**src/rtl/lfsr_rand_gen.sv**
```systemverilog
// Galois LFSR random source with runtime seeding, three output ranges and a valid/ready handshake.
// Define LFSR_LEAP_EN to apply LEAP chained steps per clock instead of one.
module lfsr_rand_gen #(
    parameter int               WIDTH    = 8,
    parameter logic [WIDTH-1:0] TAP_MASK = WIDTH'(8'h9C),
    parameter int               RANGE_N  = 40,
    parameter int               LEAP     = WIDTH
) (
    input  logic             clk,
    input  logic             rst_n,
    input  logic             seed_load,
    input  logic [WIDTH-1:0] seed_i,
    input  logic [1:0]       mode_i,
    input  logic             rnd_ready,
    output logic             rnd_valid,
    output logic [WIDTH-1:0] rnd_o,
    output logic             lockup_o
);

    localparam int RANGE_BITS = $clog2(RANGE_N);
    localparam int RB         = (RANGE_BITS < 1) ? 1 : RANGE_BITS;
    localparam logic [WIDTH-1:0] V_MASK = WIDTH'((64'd1 << RB) - 64'd1);

`ifdef LFSR_LEAP_EN
    localparam int STEPS = LEAP;
`else
    // LEAP has no effect here: exactly one step per clock.
    localparam int STEPS = 1 + 0 * LEAP;
`endif

    typedef enum logic {
        IDLE = 1'b0,
        RUN  = 1'b1
    } fsm_t;

    fsm_t             r_fsm;
    fsm_t             w_fsm_next;
    logic [WIDTH-1:0] r_state;
    logic [WIDTH-1:0] r_rnd;
    logic             r_valid;
    logic             r_lockup;

    logic [WIDTH-1:0] w_next;
    logic [WIDTH-1:0] w_v;
    logic [WIDTH-1:0] w_map;
    logic             w_accept;
    logic             w_run;
    logic             w_lock;
    logic             w_cap;

    always_ff @(posedge clk or negedge rst_n) begin
        if (!rst_n) begin
            r_fsm <= IDLE;
        end else begin
            r_fsm <= w_fsm_next;
        end
    end

    always_comb begin
        w_fsm_next = r_fsm;
        case (r_fsm)
            IDLE:    if (seed_load) w_fsm_next = RUN;
            RUN:     w_fsm_next = RUN;
            default: w_fsm_next = IDLE;
        endcase
    end

    // A zero state while running means the tap mask trapped us; recover instead of capturing.
    always_comb begin
        w_run  = (r_fsm == RUN);
        w_lock = w_run && !seed_load && (r_state == '0);
        w_cap  = w_run && !seed_load && (r_state != '0) && (!r_valid || rnd_ready);
    end

    always_comb begin
        w_next = r_state;
        for (int k = 0; k < STEPS; k++) begin
            w_next = (w_next >> 1) ^ (w_next[0] ? TAP_MASK : '0);
        end
    end

    always_comb begin
        w_map    = r_state;
        w_accept = 1'b1;
        w_v      = r_state & V_MASK;
        case (mode_i)
            2'd1:    w_map = {{(WIDTH-2){1'b0}}, r_state[1:0]};
            2'd2: begin
                w_map    = w_v + WIDTH'(1);
                w_accept = (64'(w_v) < 64'(RANGE_N));
            end
            default: w_map = r_state;
        endcase
    end

    always_ff @(posedge clk or negedge rst_n) begin
        if (!rst_n) begin
            r_state  <= '0;
            r_rnd    <= '0;
            r_valid  <= 1'b0;
            r_lockup <= 1'b0;
        end else begin
            r_lockup <= w_lock;

            if (seed_load) begin
                r_state <= (seed_i == '0) ? WIDTH'(1) : seed_i;
            end else if (w_lock) begin
                r_state <= WIDTH'(1);
            end else if (w_run) begin
                r_state <= w_next;
            end

            // A reseed flushes any pending sample; a rejected mapping leaves no sample.
            if (seed_load) begin
                r_valid <= 1'b0;
            end else if (w_lock) begin
                if (rnd_ready) r_valid <= 1'b0;
            end else if (w_cap) begin
                r_valid <= w_accept;
                if (w_accept) r_rnd <= w_map;
            end
        end
    end

    assign rnd_valid = r_valid;
    assign rnd_o     = r_rnd;
    assign lockup_o  = r_lockup;

endmodule

```
**config.mk**
```make
export PLATFORM = sky130hd
export DESIGN_NAME = lfsr_rand_gen
export DESIGN_NICKNAME = d
export VERILOG_FILES = /design/src/rtl/lfsr_rand_gen.sv
export SDC_FILE = /design/constraint.sdc
export NUM_CORES = 1
export LEC_CHECK = 0
export CAP_MARGIN = 0
export CELL_PAD_IN_SITES_DETAIL_PLACEMENT = 1
export CELL_PAD_IN_SITES_GLOBAL_PLACEMENT = 1
export CORE_MARGIN = 2
export CORE_UTILIZATION = 38
export DETAILED_ROUTE_END_ITERATION = 8
export GPL_TIMING_DRIVEN = 0
export PLACE_DENSITY = 0.79
export SYNTH_ARGS = -nofsm -noshare
export SYNTH_HDL_FRONTEND = slang
export SYNTH_SLANG_ARGS = --single-unit
```
**constraint.sdc**
```tcl
create_clock -name clk -period 2.3 [get_ports clk]
set_input_delay 0.46 -clock clk [delete_from_list [all_inputs] [get_ports clk]]
set_output_delay 0.46 -clock clk [all_outputs]
set_load 0.005 [all_outputs]
```
==> flow_summary.yaml <==
clock_network:
  ctsResizeCount: 0
  ctsHoldBuffers: 0
  root_buffer: "clkbuf_4"
  htreeDepth: 1
  clk_pin_slew_ns: 0.12
  numCtsBuffers: 3
  cts.path.max_buffers: 2
  cts_tree: "built"
  cts.sinks: 19
  postCtsSetupRepairBufs: 0
  clock_insertion_delay_worst_skew_ns: 0.30
synthesis:
  ys_seq_area_frac: 0.419
  synth_most_common_cell: "dfrtp_1"
  yosysTopAreaCell: "dfrtp_1"
  synth_top_flop_cell: "dfrtp_1"
  synth.net_count: 133
  netlist_top_cells_count: "dfrtp_1 (19), o21ai_0 (13), inv_1 (11)"
  yosysTopAreaCellShare: 0.419
  syn_area_mm2: 0.00114
  syn_inst: 115
  synth_edf_count: 0
  synthArstFlopShare: 1.00
  synth_cell_types: 35
  ys_top_cells_by_area: "dfrtp_1 (42%), o21ai_0 (5.7%), mux2_4 (5.3%)"
  syn_area_per_cell_um2: 9.88
  ys_warn_count: 0
  ys_ff_latch: 19
cells_and_area:
  nets: 160
  n_antenna_cell: 0
  area_growth_pct: 25.2
  drive_above_1_share: 0.135
  fillers: 333
sta:
  setup_violations: 0
  fin_crit_sh: 0.931
  tns_ns: 0
  finalHoldViolations: 0
  drv_slew: 0
  finClkSkew_ns: 0.00691
  max_freq_mhz: 467
  grt_setup_unrepaired: "false"
  relSlewSlack: 0.401
  period_minus_slack_ns: 2.14
  setup_ws_ns: 0.159
  hold_slack_ns: 0.525
  tightest_slew_ns: 0.896
global_route:
  antenna_found_initial: 0
  gr-usage-all-layers: 0.165
  grt_max_degree: 20
  grt_pass1_wl_mm: 4.29
  grt_pass1_vias: 989
  grt-ovfl-total: 0
drt:
  drtPass1Iterations: 6
  drt_iter0_markers: 25
  num_vias: 947
  drcViolationCount: 1
  wl_mm: 2.50
  wire_per_inst_um: 14.6
  via_per_inst: 5.51
  ant_nets: 0
place:
  dp_hpwl_mm: 1.94
  port_buffers: 22
  post-place-ws_ns: -0.178
  routabilityCongestion: 0.742
floorplanning:
  die_area_mm2: 0.00344
  dieHeight_um: 58.7
  ios: 24
  core_area_mm2: 0.00281
  placement_rows: 19
  die_w_um: 58.7
  start_util: 0.405
worst_setup_path:
  worstPathArrival_ns: 2.34
  cp.required_ns: 2.50
  start_kind: "input pin"
  crit_type: "in -> reg"
  cp-end-kind: "register"
  crit_fanout: 9
  rrSetupSlack_ns: 0.22
power:
  ir_drop_mv: 0.255
  p_per_area_mw_per_mm2: 629
  p_leak_nw: 0.642
run_status:
  violations: "DRC"
  status: "finished with violations"
job:
  maxCapViolCount: 0
worst_hold_path:
  hp-class: "reg -> reg"
worst paths after layout:
path	start	endpoint	cells after the start
max	mode_i[0]	rnd_o[2]$_DFFE_PN0P_	8
min	rnd_o[3]$_DFFE_PN0P_	rnd_o[3]$_DFFE_PN0P_	1
max reg2reg	r_state[3]$_DFFE_PN0P_	rnd_o[2]$_DFFE_PN0P_	5
min reg2reg	rnd_o[3]$_DFFE_PN0P_	rnd_o[3]$_DFFE_PN0P_	1
max in group asynchronous	rst_n	r_state[3]$_DFFE_PN0P_	1
min in group asynchronous	rst_n	rnd_o[3]$_DFFE_PN0P_	1
routing by layer:
metal  wire length [um]  vias up  track usage
met1               1190      462        0.206
li1                   -      459            -
met4                 19        0       0.0584
met3                 99        2       0.0198
met2               1200       24        0.292
met5                  0        -            0
power breakdown:
| part | switching, mW | internal, mW | total [mW] |
|---|---|---|---|
| sequential | 0.0363 | 0.386 | 0.422 |
| combinational | 0.122 | 0.174 | 0.296 |
| clock | 0.112 | 0.0649 | 0.176 |
| total | 0.270 | 0.625 | 0.894 |
layout by cell type (no fill, tap or decap), drive strengths merged, types with 3 or more instances in the layout:
master,synthesis,final
a21oi,4,4
a221o,3,3
buf,3,3
clkbuf,6,9
clkdlybuf4s50,0,22
dfrtp,19,19
ha,4,4
inv,11,11
mux2,4,4
mux2i,5,5
nand2,10,10
nor2b,3,3
o21ai,13,13
xor2,3,3
sequential cells by signal (all words and copies together) (netlist names):
name,count
r_state,8
rnd_o,8
lockup_o,1
r_fsm,1
rnd_valid,1
cells by family after synthesis:
logic type | after synthesis | synth area share
and+or+nand+nor | 30 | 0.150
AOI/OAI and AO/OA | 29 | 0.180
buffers and inverters | 20 | 0.0804
DFF | 19 | 0.419
muxes | 9 | 0.0969
xor gates and xnor gates | 4 | 0.0308
adders and majority gates | 4 | 0.0441
per-stage QoR:
step | cell area, um^2 | utilization | instances | power (mW)
6_report | 1420 | 0.507 | 172 | 0.894
2_1_floorplan | 1140 | - | 115 | 0.588
3_3_place_gp | 1400 | 0.497 | 168 | 0.718
4_1_cts | 1420 | 0.507 | 172 | 0.907
3_5_place_dp | 1400 | 0.497 | 168 | 0.728
5_1_grt | 1420 | 0.507 | 172 | 0.955
worst max-delay path, stage by stage:
cell and delay [ns]:
clkdlybuf4s50_1 0.48, inv_1 0.05, ha_1 0.28, o211a_1 0.16, a21oi_1 0.25, and2_4 0.20
buf_6 0.15, mux2_4 0.30
layout make-up:
type	instances	area, um^2	area share
multi-input cells	76	569	0.400
inverters	11	41.3	0.0290
flip-flops and latches	19	475	0.334
clock inverters	1	5.00	0.00352
well taps	31	38.8	0.0273
repair buffers	22	220	0.155
clock buffers	3	22.5	0.0158
plain buffers	9	50.0	0.0352
Note: power is estimated with default switching activity, not from simulation.
==> variant, RTL diff (config.mk and constraints unchanged) <==
Register the input `mode_i` before use, with the module's reset. The logic sees it one clock later. The other inputs are not delayed to match.
--- a/src/rtl/lfsr_rand_gen.sv
+++ b/src/rtl/lfsr_rand_gen.sv
@@ -32,6 +32,16 @@
         IDLE = 1'b0,
         RUN  = 1'b1
     } fsm_t;
+
+    logic [1:0] mode_q;
+
+    always_ff @(posedge clk or negedge rst_n) begin
+        if (!rst_n) begin
+            mode_q <= '0;
+        end else begin
+            mode_q <= mode_i;
+        end
+    end
 
     fsm_t             r_fsm;
     fsm_t             w_fsm_next;
@@ -83,7 +93,7 @@
         w_map    = r_state;
         w_accept = 1'b1;
         w_v      = r_state & V_MASK;
-        case (mode_i)
+        case (mode_q)
             2'd1:    w_map = {{(WIDTH-2){1'b0}}, r_state[1:0]};
             2'd2: begin
                 w_map    = w_v + WIDTH'(1);
Check against the original RTL: not equivalent (a bounded check fails within 4 cycles, from zero or initial values and one cycle with rst_n low).
==> variant against the original RTL <==
- setup slack better by 0.11 ns
- routed wire length is 4.1% higher
- area after synthesis is 1.7% higher
- sequential share of layout area is 2.8 points higher
- global-route usage is 0.18 points higher
- total power is 6.3% higher
- via count is 4.0% lower
- clock skew is 0.0053 ns lower
- sequential cell count is 2 higher
- sequential power is 11% higher
- synthesized cell count is 4.3% lower
- final area is 2.1% higher
- critical path type is now reg2reg
- largest cell class unchanged
- highest routed layer unchanged
==> variant: results (changes against the original RTL) <==
[power]
vdd_drop_max_uv = 361  ; +42%
pwr-share-seq_pct = 49.1  ; +1.9 points
intPower_uw = 673  ; +7.7%
power_leakage_uw = 0.000663  ; +3.3%

[yosys]
ys_types = 32  ; -8.6%
synth_area_leaders = dfrtp_1 46%, mux2_4 9.1%, ha_1 4.3%
synth_fa_ha_area_share_pct = 4.33  ; -0.072 points
synthMuxAreaShare_pct = 12.6  ; +2.9 points
synth_common_cells = 21 x dfrtp_1, 12 x inv_1, 9 x nand2_1
synth_compound_area_share_pct = 12.8  ; -5.2 points
syn_avg_cell_area_um2 = 10.5  ; +6.3%
synthXorXnorAreaFrac_pct = 3.03  ; -0.050 points
yosysSeqAreaShare_pct = 45.5  ; +3.7 points
syn_nets = 128  ; -3.8%
async_flop_share_pct = 100  ; unchanged
ys.warnings.count = 0  ; unchanged

[global_routing]
antenna_found_initial = 0  ; unchanged
grt_max_degree = 22  ; +10%
grt_first_pass_wirelength_mm = 4.31  ; +0.33%
first_global_vias = 936  ; -5.4%
grt_usage_pct = 16.7  ; +0.18 points

[sta]
setup_tns_ns = 0  ; unchanged
fin_skew_ns = 0.00166  ; -0.00525 ns
tightest_slew_ns = 0.941  ; +0.0451 ns

[cts]
cts-root-buf = clkbuf_4
cts.path.max_buffers = 2  ; unchanged
post_cts_buffers = 0  ; unchanged
cts_resized = 0  ; unchanged
cts_made_buffers = 3  ; unchanged
clock_latency_ns = 0.30  ; about the same
htree_levels = 1  ; unchanged
cts.clk_slew.worst_paths_ns = 0.12  ; about the same

[worst_setup_path]
r2r_cells = 7  ; +2
worstPathArrival_ns = 2.24  ; -0.10 ns
critPathMaxFanout = 9  ; unchanged

[detailed_routing]
dr.pass1.iters = 7  ; +1
vias = 909  ; -4.0%
wl_met1_mm = 1.09  ; -8.3%
top_layer = met4
drtIter0Drc = 27  ; +8.0%
met2WireLength_mm = 1.39  ; +16%
dr_wl_met3_um = 87  ; -12%
drt_wl_total_mm = 2.61  ; +4.1%

[finish]
drive_gt1_share_pct = 12.4  ; -1.1 points
diodes = 0  ; unchanged
fin_cells = 170  ; -1.2%
final_nets = 156  ; -2.5%

[place]
post-place-ws_ns = 0.0287  ; +0.206 ns
hpwl_mm = 2.03  ; +4.8%
gp_routability_congestion = 0.804  ; +8.4%
post_dp_cell_area_mm2 = 0.00143  ; +2.2%
port_buffers = 23  ; +4.5%

[worst_hold_path]
hp-class = reg2reg
holdPathStages = 2  ; +1

[run_status]
status = completed

## variant: cell count changes after synthesis, sizes merged, moves of 2 or more
cell | before | now
a222oi | 1 | 4
o21ai | 13 | 8
dfrtp | 19 | 21
nor3b | 2 | 0
or4 | 2 | 0
nor2 | 2 | 7
clkbuf | 6 | 3
mux2 | 4 | 7
a221o | 3 | 0
## variant: layout make-up
type | count | area (um^2)
repair buffers | 23 | 230
inverters | 12 | 45.0
well taps | 33 | 41.3
flip-flops and latches | 21 | 526
clock buffers | 4 | 26.3
multi-input cells | 70 | 539
plain buffers | 7 | 45.0
fillers | 357 | 1530
## variant: per-layer routing
metal,GRT usage [%],up-vias
met5,0,-
met4,5.84,0
met3,2.62,5
met2,31.0,24
met1,19.1,443
li1,-,437
## variant: worst max-delay path, stage by stage, from the launching register on
cell and delay (ns):
dfrtp_1 0.38, buf_2 0.22, inv_1 0.08, ha_1 0.24, a31oi_2 0.30, and3_1 0.23
buf_6 0.17, mux2_4 0.31
## variant: cell families after synthesis
logic type | after synthesis
muxes | 11
DFF | 21
and+or+nand+nor | 30
AOI/OAI and AO/OA | 21
xor gates and xnor gates | 4
adders and majority gates | 4
buffers and inverters | 19
## variant: final timing paths
kind	start	endpoint	slack, ns
min	rnd_o[7]	rnd_o[7]	0.52
max	r_state[0]	rnd_o[0]	0.27
max in group asynchronous	rst_n	r_state[1]	1.07
max reg2reg	r_state[0]	rnd_o[0]	0.27
min in group asynchronous	rst_n	rnd_o[7]	0.67
min reg2reg	rnd_o[7]	rnd_o[7]	0.52
## variant: power groups by stage
stage	Clock [uW]	Sequential, uW	Combinational [uW]
after floorplan	0	469	165
after global placement	0	471	294
after detailed placement	0	475	305
after CTS	191	467	307
after global routing	209	475	333
final	182	467	302
